$ cat config.mk
export PLATFORM = sky130hd
export DESIGN_NAME = mips_control_unit
export DESIGN_NICKNAME = d
export VERILOG_FILES = /design/src/rtl/mips_control_unit.sv
export SDC_FILE = /design/constraint.sdc
export NUM_CORES = 1
export LEC_CHECK = 0
export BUFFER_PORTS_ARGS = -buffer_cell sky130_fd_sc_hd__buf_2
export CELL_PAD_IN_SITES_DETAIL_PLACEMENT = 0
export CELL_PAD_IN_SITES_GLOBAL_PLACEMENT = 1
export CORE_MARGIN = 2
export CORE_UTILIZATION = 27
export CTS_CLUSTER_SIZE = 24
export DETAILED_ROUTE_END_ITERATION = 10
export PLACE_DENSITY = 0.77
export RECOVER_POWER = 100
export SLEW_MARGIN = 30
export SYNTH_ARGS = -nofsm -noshare
export SYNTH_HDL_FRONTEND = slang
export SYNTH_SLANG_ARGS = --single-unit
$ cat constraint.sdc
create_clock -name clk -period 2.1 [get_ports clk]
set_input_delay 0.42 -clock clk [delete_from_list [all_inputs] [get_ports clk]]
set_output_delay 0.42 -clock clk [all_outputs]
set_load 0.02 [all_outputs]
$ cat src/rtl/mips_control_unit.sv
// mips_control_unit
//   Multicycle control FSM for the enhanced MIPS core. It sequences fetch,
//   decode, execute and writeback. It also drives the instruction unit, the
//   register file, the ALU and the data memory.
// Ports
//   clk, reset          : clock and async active-high reset
//   ir                  : instruction register contents (stable outside FETCH)
//   alu_z               : ALU zero flag, consumed in BR_CMP
//   pc_sel/pc_ld/pc_inc : PC source select, PC load, PC+4
//   ir_ld, im_cs, im_rd : instruction fetch controls
//   rf_wr/rf_dsel/wb_sel: register write enable, address select, data select
//   b_sel, alu_fs       : ALU operand B select and function
//   dm_cs/dm_rd/dm_wr   : data memory controls
//   halted, illegal     : sticky terminal status
module mips_control_unit #(
    parameter logic [4:0] RA_REG     = 5'd31,
    parameter int          RESET_HOLD = 1
) (
    input  logic        clk,
    input  logic        reset,
    input  logic [31:0] ir,
    input  logic        alu_z,
    output logic [1:0]  pc_sel,
    output logic        pc_ld,
    output logic        pc_inc,
    output logic        ir_ld,
    output logic        im_cs,
    output logic        im_rd,
    output logic        rf_wr,
    output logic [1:0]  rf_dsel,
    output logic [1:0]  wb_sel,
    output logic        b_sel,
    output logic [3:0]  alu_fs,
    output logic        dm_cs,
    output logic        dm_rd,
    output logic        dm_wr,
    output logic        halted,
    output logic        illegal
);

    localparam logic [4:0] S_RESET   = 5'd0,  S_FETCH   = 5'd1,  S_DECODE  = 5'd2,
                           S_R_EXEC  = 5'd3,  S_R_WB    = 5'd4,  S_I_EXEC  = 5'd5,
                           S_I_WB    = 5'd6,  S_LW_ADDR = 5'd7,  S_LW_RD   = 5'd8,
                           S_LW_WB   = 5'd9,  S_SW_ADDR = 5'd10, S_SW_WR   = 5'd11,
                           S_BR_CMP  = 5'd12, S_BR_TAKE = 5'd13, S_J       = 5'd14,
                           S_JAL     = 5'd15, S_JR      = 5'd16, S_HALT    = 5'd17,
                           S_ILLEGAL = 5'd18;

    localparam logic [3:0] FS_PASS = 4'b0000, FS_ADD = 4'b0010, FS_SUB = 4'b0011,
                           FS_SLT  = 4'b0110, FS_AND = 4'b1000, FS_OR  = 4'b1001;

    localparam int HW = (RESET_HOLD > 1) ? $clog2(RESET_HOLD) : 1;

    logic [4:0]    state_q, state_d;
    logic [HW-1:0] hold_q, hold_d;

    logic [5:0] op, fn;
    logic [3:0] r_fs;
    logic       r_ok;

    assign op = ir[31:26];
    assign fn = ir[5:0];

    // Register fields and the return-address index are consumed by the
    // datapath, not by the sequencer.
    logic unused_ok;
    assign unused_ok = ^{ir[25:6], RA_REG};

    // R-type funct decode, shared by DECODE dispatch and R_EXEC/R_WB.
    always_comb begin
        r_ok = 1'b1;
        r_fs = FS_ADD;
        case (fn)
            6'h20:   r_fs = FS_ADD;
            6'h22:   r_fs = FS_SUB;
            6'h24:   r_fs = FS_AND;
            6'h25:   r_fs = FS_OR;
            6'h2A:   r_fs = FS_SLT;
            default: r_ok = 1'b0;
        endcase
    end

    always_ff @(posedge clk or posedge reset) begin
        if (reset) begin
            state_q <= S_RESET;
            hold_q  <= '0;
        end else begin
            state_q <= state_d;
            hold_q  <= hold_d;
        end
    end

    always_comb begin
        state_d = state_q;
        hold_d  = hold_q;
        case (state_q)
            S_RESET: begin
                if (hold_q == HW'(RESET_HOLD - 1)) state_d = S_FETCH;
                else                               hold_d  = hold_q + 1'b1;
            end
            S_FETCH:  state_d = S_DECODE;
            S_DECODE: begin
                case (op)
                    6'h00: begin
                        if (r_ok)            state_d = S_R_EXEC;
                        else if (fn == 6'h08) state_d = S_JR;
                        else if (fn == 6'h0D) state_d = S_HALT;
                        else                 state_d = S_ILLEGAL;
                    end
                    6'h08:        state_d = S_I_EXEC;
                    6'h23:        state_d = S_LW_ADDR;
                    6'h2B:        state_d = S_SW_ADDR;
                    6'h04, 6'h05: state_d = S_BR_CMP;
                    6'h02:        state_d = S_J;
                    6'h03:        state_d = S_JAL;
                    default:      state_d = S_ILLEGAL;
                endcase
            end
            S_R_EXEC:  state_d = S_R_WB;
            S_I_EXEC:  state_d = S_I_WB;
            S_LW_ADDR: state_d = S_LW_RD;
            S_LW_RD:   state_d = S_LW_WB;
            S_SW_ADDR: state_d = S_SW_WR;
            // op[0] distinguishes bne (05) from beq (04).
            S_BR_CMP:  state_d = (alu_z ^ op[0]) ? S_BR_TAKE : S_FETCH;
            S_HALT:    state_d = S_HALT;
            S_ILLEGAL: state_d = S_ILLEGAL;
            default:   state_d = S_FETCH;
        endcase
    end

    // Moore outputs; RESET decodes to all zeros, so async reset clears them at once.
    always_comb begin
        pc_sel  = 2'b00; pc_ld  = 1'b0; pc_inc = 1'b0; ir_ld = 1'b0;
        im_cs   = 1'b0;  im_rd  = 1'b0; rf_wr  = 1'b0; rf_dsel = 2'b00;
        wb_sel  = 2'b00; b_sel  = 1'b0; alu_fs = FS_PASS;
        dm_cs   = 1'b0;  dm_rd  = 1'b0; dm_wr  = 1'b0;
        halted  = 1'b0;  illegal = 1'b0;
        case (state_q)
            S_FETCH: begin
                im_cs = 1'b1; im_rd = 1'b1; ir_ld = 1'b1; pc_inc = 1'b1;
            end
            S_R_EXEC: alu_fs = r_fs;
            S_R_WB: begin
                alu_fs = r_fs; rf_wr = 1'b1;
            end
            S_I_EXEC, S_LW_ADDR, S_SW_ADDR: begin
                alu_fs = FS_ADD; b_sel = 1'b1;
            end
            S_I_WB: begin
                alu_fs = FS_ADD; b_sel = 1'b1; rf_wr = 1'b1; rf_dsel = 2'b01;
            end
            S_LW_RD: begin
                alu_fs = FS_ADD; b_sel = 1'b1; dm_cs = 1'b1; dm_rd = 1'b1;
            end
            S_LW_WB: begin
                rf_wr = 1'b1; rf_dsel = 2'b01; wb_sel = 2'b01;
            end
            S_SW_WR: begin
                alu_fs = FS_ADD; b_sel = 1'b1; dm_cs = 1'b1; dm_wr = 1'b1;
            end
            S_BR_CMP:  alu_fs = FS_SUB;
            S_BR_TAKE: pc_ld = 1'b1;
            S_J: begin
                pc_ld = 1'b1; pc_sel = 2'b01;
            end
            // Link and jump share the cycle: $31 captures the pre-edge PC (already +4).
            S_JAL: begin
                rf_wr = 1'b1; rf_dsel = 2'b10; wb_sel = 2'b10; pc_ld = 1'b1; pc_sel = 2'b01;
            end
            S_JR: begin
                alu_fs = FS_PASS; pc_ld = 1'b1; pc_sel = 2'b10;
            end
            S_HALT:    halted  = 1'b1;
            S_ILLEGAL: illegal = 1'b1;
            default: ;
        endcase
    end

endmodule

## Word level (Yosys, flattened, before mapping)

Cells that the tools add are included.

| operators by class | value |
|---|---|
| bitwise gates (word level) | 1 |
| reductions and logical operators | 11 |
| eq/ne operators | 33 |
| mux-type cells | 23 |
| $add $sub $neg | 1 |

Operators with widths:

| operator | number |
|---|---|
| $pmux 5 s11 | 1 |
| $eq 6x6->1 const B | 7 |
| $eq 5x4->1 const B | 8 |
| $pmux 5 s7 | 1 |
| $eq 5x3->1 const B | 4 |
| $eq 6x4->1 const B | 3 |
| $pmux 4 s4 | 1 |
| $eq 5x5->1 const B | 3 |
| $eq 6x2->1 const B | 2 |
| $eq 6x3->1 const B | 2 |
| $pmux 2 s2 | 3 |
| $pmux 4 s3 | 1 |
| $mux 1 | 11 |
| $eq 5x2->1 const B | 2 |
| $mux 5 | 2 |
| $reduce_or 2->1 | 5 |
| $reduce_or 4->1 | 2 |
| $logic_not 6->1 | 1 |
| $reduce_or 6->1 | 1 |
| $eq 5x1->1 const B | 1 |
| $logic_not 5->1 | 1 |
| $reduce_or 5->1 | 1 |
| $mux 2 | 2 |
| $mux 4 | 1 |
| 3 further kinds | 3 |

| word-level totals | value |
|---|---|
| register bits | 6 |
| input bits | 35 |

## Logic depth before layout (Yosys ltp)

Gate-level depths: netlist of run 1.

| logic depth | value |
|---|---|
| depth after elaboration | 6 |
| gate-level depth with buffers | 5 |

## Worst setup path after synthesis of run 1

Ideal clock, no wire load.

| timing | value |
|---|---|
| kind | reg2out |
| from | register state_q[3] |
| to | output alu_fs[1] |
| arrival | 1.950 ns |
| data required time | 1.680 ns |
| cell stages (with the launch flop) | 6 |
| buffers on the path | 1 |
| path slack | -0.270 ns |
| path through | dfrtp_1 -> clkbuf_1 -> nand2b_1 -> nand2_1 -> o31ai_1 -> a2111oi_0 |

| between the ends | value |
|---|---|
| cells in the longest elaborated chain, start to end | 3 |

RTL lines:

| item | line | text |
|---|---|---|
| start, declared | 54 | `logic [4:0] state_q, state_d;` |
| start signal, assigned | 88 | `state_q <= state_d;` |
| $eq 5x4->1 (tied with other cells) | 139 | `case (state_q)` |
| $reduce_or 6->1 (no source line) or $reduce_or 2->1 (tied branches) | - |  |
| $pmux 4 s3 (*) | 139 |  |
| end, declared | 33 | `output logic [3:0] alu_fs,` |

Every way passes the cells marked *; elsewhere a longest branch is shown, timed or not.

## Worst setup path in the final report of run 1

Same ends and word-level chain as after synthesis.

==> impl_metrics.toml, run 1 <==
[status]
status = "completed"

[clock_tree]
cts_root_buffer = "clkbuf_4"
cts-buffers-inserted = 3
htreeDepth = 1
cts_hold_buf = 0
clk_pin_slew_ns = 0.04
clkSinkCount = 5
cts_max_path_buffers = 2
clock_latency_ns = 0.24
cts_tree = "yes"

[synthesis]
synthCells = 131
ys_warn_count = 0
synth_commonest_cells = "nor2_1, nor3_1, nand2_1, nand2b_1"
synthDominantCellAreaShare = 0.146
ys_types = 40
synthArstFlopShare = 1.00
synth_edf_count = 0
synth.most_common_cell = "nor2_1"
ys_seq_area_frac = 0.146
syn_nets = 166
ys.flop_type = "dfrtp_1"
synth.cell_area_um2 = 856
synth_seq_cells = 5
synth_top_cell_by_area = "dfrtp_1"
postSynthAreaPerCell_um2 = 6.53
synth_area_leaders = "dfrtp_1, nor2_1, nor3_1"

[cells_and_area]
final_util = 0.372
drive_above_1_share = 0.335
stdcell_count = 211
syn_to_final_growth_pct = 31.6
multi_input_area_um2 = 668
largest-register = "state_q"
largest_reg_flops = 5
antennaDiodeCount = 0
reg_top3 = "state_q (5)"
nFillCells = 347
seqCellArea_um2 = 129
layout.nets = 203

[global_routing]
grt_max_degree = 15
track_usage = 0.136
grt_pass1_wl_mm = 3.86
grt_overflow_total = 0
antenna_found_initial = 0
grt_pass1_vias = 900

[worst_setup_path]
crit_required_ns = 1.68
ff2ff_path_depth = 4
crit_fanout = 8
critPathCaptureType = "output port"
cp-start-kind = "flip-flop"
rrSetupSlack_ns = 0.61
critical_path_class = "flip-flop to output port"
critical_path_arrival_ns = 1.56

[routing]
totalWireLength_mm = 2.41
wl_per_cell_um = 11.4
drtIter0Drc = 41
avgViaCountPerCell = 4.93
drc = 0
num_vias = 1041
detail-route-antenna-nets = 0
firstDrtPassIters = 4

[place]
post-place-ws_ns = 0.172
globalplace.congestion = 0.777
dp_cells = 206
port_buffers = 36
dp_hpwl_mm = 1.98

[sta]
finalHoldViolCount = 0
slew-limit-headroom = 0.756
report.final.setup_viol = 0
rsz0062_at_grt = "false"
tightest_slew_ns = 0.365
fin_hold_ws_ns = 0.0616
fmax_mhz = 505
setup_slack_ns = 0.121
fin_crit_sh = 0.942
period_needed_ns = 1.98
skew_ns = 0.00482
drv_slew = 0

[die]
boundaryPins = 57
core-area_um2 = 3030
dieArea_um2 = 3640
dieWidth_um = 60.3
die_h_um = 60.3
num_rows = 20
initial_core_util = 0.283

[power_and_ir_drop]
p_per_area_nw_per_um2 = 1150
finalPower_mw = 1.30
irDropWorstVdd_v = 0.000400
leakage_nw = 0.487

[flow_run]
cap_violations = 0

[min_path]
hold_path.class = "primary input to async pin"
[cells by family (layout without fill, tap and decap cells)]
logic type / Yosys count / in the layout / synth area share
muxes: 3 / 3 / 0.0351
DFF: 5 / 5 / 0.146
xor gates and xnor gates: 3 / 3 / 0.0307
and+or+nand+nor: 75 / 75 / 0.452
AOI/OAI and AO/OA: 29 / 29 / 0.247
buffers and inverters: 16 / 52 / 0.0892
[timing repair]
item                                    in CTS  in global routing
setup buffers                                0                  1
resized for setup                            1                  6
hold endpoints to repair                     0                  0
endpoints found under the setup margin       3                 15
[stage by stage]
step                      TNS [ns]  cell area, µm²
after floorplan            -0.0268             863
after global placement           0            1090
after detailed placement         0            1090
after CTS                        0            1120
after global routing             0            1130
final                            0            1130
[per-layer routing]
metal | vias up | GRT usage | wire length (µm)
li1 | 544 | - | -
met1 | 471 | 0.191 | 1230
met2 | 26 | 0.217 | 1090
met3 | 0 | 0.0325 | 92
met4 | 0 | 0.0190 | 0
met5 | - | 0 | 0
[critical path, stage by stage, from the launching register on]
cell	delay, ns
dfrtp_1	0.39
buf_4	0.17
nand2_1	0.15
nor2_1	0.06
a2111oi_1	0.33
buf_2	0.23
[final cells by class]
| type | instances | area share |
|---|---|---|
| Inverter | 4 | 0.0133 |
| Clock buffer | 4 | 0.0233 |
| Sequential cell | 5 | 0.114 |
| Timing Repair Buffer | 44 | 0.207 |
| Tap cell | 44 | 0.0489 |
| Multi-Input combinational cell | 110 | 0.593 |
[path summary, 6_finish.rpt]
kind                                      start                   end
hold / removal                            reset  state_q[3]$_DFF_PP0_
hold reg to reg            state_q[3]$_DFF_PP0_  state_q[4]$_DFF_PP0_
max in group asynchronous                 reset  state_q[0]$_DFF_PP0_
min in group clk                         ir[30]  state_q[1]$_DFF_PP0_
setup / recovery           state_q[3]$_DFF_PP0_             alu_fs[1]
setup reg to reg           state_q[1]$_DFF_PP0_  state_q[0]$_DFF_PP0_
[where the power goes]
| group | internal (mW) | total [mW] | switching, mW | leakage (nW) |
|---|---|---|---|---|
| logic | 0.364 | 0.927 | 0.563 | 0.411 |
| registers | 0.144 | 0.262 | 0.118 | 0.0607 |
| clock network | 0.0717 | 0.109 | 0.0369 | 0.0150 |
| total | 0.580 | 1.30 | 0.718 | 0.487 |
[cells in the final DEF, fill, tap and decap left out, types with 2 or more instances in the layout]
| cell | instances |
|---|---|
| nor2_1 | 19 |
| o21ai_0 | 5 |
| clkbuf_1 | 7 |
| a21oi_1 | 4 |
| nor3_1 | 11 |
| nand2b_1 | 6 |
| buf_2 | 22 |
| xnor2_1 | 3 |
| dfrtp_1 | 2 |
| nand2_1 | 10 |
| inv_1 | 4 |
| nor3_2 | 3 |
| o31ai_1 | 2 |
| mux2i_1 | 3 |
| nor2b_1 | 3 |
| or3_1 | 2 |
| dfrtp_2 | 3 |
| a21boi_0 | 2 |
| nor2_2 | 3 |
| or2_2 | 3 |
| and2b_1 | 2 |
| a31oi_1 | 3 |
| clkbuf_4 | 3 |
| nand3_1 | 5 |
| buf_4 | 8 |
| clkbuf_2 | 8 |
| o22ai_1 | 4 |
Power figures use the tool's default switching activity.
==> run 2: changes to the inputs <==
- REMOVE_ABC_BUFFERS: default -> 1
==> run 2 against run 1 <==
  * Combinational power up 0.6%
  * Non-clock buffer count down 2
  * Flip-flop and latch count unchanged
  * Final area down 0.33%
  * Power up 0.90%
  * Fmax down 0.32%
  * Register-to-register slack worse by 0.20 ns
  * Setup slack worse by 0.0063 ns
  * Clock skew down 0.0026 ns
  * Utilization down 0.12 points
  * First-iteration DRC count down 44%
  * Critical path type unchanged
==> impl_metrics.toml, run 2 (same netlist as run 1, synthesis figures left out) <==
[status]
status = "completed"

[global_routing]
grt_overflow_total = 0
grt_max_degree = 15
antenna_found_initial = 0
grt_pass1_vias = 957
track_usage = 0.143
grt_pass1_wl_mm = 4.11

[routing]
drc = 0
drtIter0Drc = 23
detail-route-antenna-nets = 0
avgViaCountPerCell = 5.08
wl_per_cell_um = 12.2
num_vias = 1062
totalWireLength_mm = 2.55
firstDrtPassIters = 4

[sta]
tightest_slew_ns = 0.380
period_needed_ns = 1.99
fmax_mhz = 504
fin_crit_sh = 0.945
finalHoldViolCount = 0
skew_ns = 0.00222
drv_slew = 0
report.final.setup_viol = 0
rsz0062_at_grt = "false"
setup_slack_ns = 0.115
slew-limit-headroom = 0.740

[worst_setup_path]
rrSetupSlack_ns = 0.41
critPathCaptureType = "output port"
cp-start-kind = "flip-flop"
cpMaxStageDelayCell = "dfrtp_1"
crit_path_max_incr_delay_ns = 0.39
cp_top_family = "flip-flops"
critical_path_arrival_ns = 1.57
crit_required_ns = 1.68
crit_fanout = 6
crit_path_cell_trace = "buf_4, nand2_1, nor2_1, a2111oi_2, buf_2"
worst-path-buf-inv = 2
critical_path_class = "flip-flop to output port"

[die]
num_rows = 20
dieWidth_um = 60.3
initial_core_util = 0.283
core-area_um2 = 3030
die_h_um = 60.3
boundaryPins = 57
dieArea_um2 = 3640

[clock_tree]
cts_max_path_buffers = 2
clk_pin_slew_ns = 0.04
clock_latency_ns = 0.24
cts_root_buffer = "clkbuf_4"
cts_tree = "yes"
cts-buffers-inserted = 3
cts_hold_buf = 0
htreeDepth = 1
clkSinkCount = 5
post_cts_buffers = 0

[cells_and_area]
syn_to_final_growth_pct = 31.1
drive_above_1_share = 0.321
mostFrequentLayoutCell = "nor2_1"
largest_reg_flops = 5
layout.nets = 201
antennaDiodeCount = 0
fin_area_um2 = 1120
reg_top3 = "state_q (5)"
largest-register = "state_q"
layout_common_cells = "nor2_1, buf_2, nor3_1, clkbuf_2, nand2_1"

[place]
port_buffers = 36
place_area_um2 = 1070
dp_hpwl_mm = 1.99
globalplace.congestion = 0.869
post-place-ws_ns = 0.0917

[min_path]
hold_path.class = "primary input to async pin"

[flow_run]
cap_violations = 0

[power_and_ir_drop]
p_per_area_nw_per_um2 = 1170
irDropWorstVdd_v = 0.000248
leakage_nw = 0.473
-- run 2: report_power, final --
| group | total (mW) | leakage (nW) | switching (mW) | internal [mW] |
|---|---|---|---|---|
| Clock | 0.109 | 0.0150 | 0.0369 | 0.0717 |
| Sequential | 0.267 | 0.0621 | 0.125 | 0.142 |
| Combinational | 0.933 | 0.395 | 0.576 | 0.357 |
| Total | 1.31 | 0.473 | 0.738 | 0.571 |
-- run 2: through the flow --
stage	setup TNS [ns]	util	std cells	hold WS [ns]	power (mW)
CTS	0	0.364	209	0.0679	1.27
finish	0	0.371	209	0.0689	1.31
global route	0	0.371	209	0.0829	1.43
floorplan	-5.63	-	119	0.199	0.825
detailed placement	0	0.355	205	0.326	1.15
global placement	0	0.355	205	0.315	1.15
-- run 2: final timing paths --
path / cells past startpoint / startpoint / to
setup / recovery: 5 / state_q[3]$_DFF_PP0_ / alu_fs[1]
hold / removal: 2 / reset / state_q[2]$_DFF_PP0_
setup reg to reg: 5 / state_q[4]$_DFF_PP0_ / state_q[0]$_DFF_PP0_
hold reg to reg: 2 / state_q[3]$_DFF_PP0_ / state_q[4]$_DFF_PP0_
max in group asynchronous: 2 / reset / state_q[1]$_DFF_PP0_
min in group clk: 4 / ir[30] / state_q[1]$_DFF_PP0_
-- run 2: final cells by class --
| type | count | area, µm² |
|---|---|---|
| repair buffers | 42 | 213 |
| well taps | 44 | 55.1 |
| inverters | 4 | 15.0 |
| clock buffers | 4 | 26.3 |
| multi-input cells | 110 | 686 |
| fillers | 352 | 1910 |
| flip-flops and latches | 5 | 128 |
-- run 2: routing by layer --
metal	up-vias	GRT usage	wire length, µm
met4	0	0.0476	39
met5	-	0	0
met3	4	0.0152	173
met2	43	0.233	1190
li1	537	-	-
met1	478	0.195	1150
-- run 2: worst register-to-register path: stages, from the launching register on --
cell	delay, ns
dfrtp_1	0.57
clkbuf_1	0.31
nor2_1	0.14
nand3_1	0.15
nor2_1	0.08
a311o_1	0.32
-- run 2: what timing repair did --
action | in CTS | in global routing
gates resized for setup | 1 | 10
setup endpoints to repair | 3 | 12
hold endpoints to repair | 0 | 0
pin swaps | 0 | 1
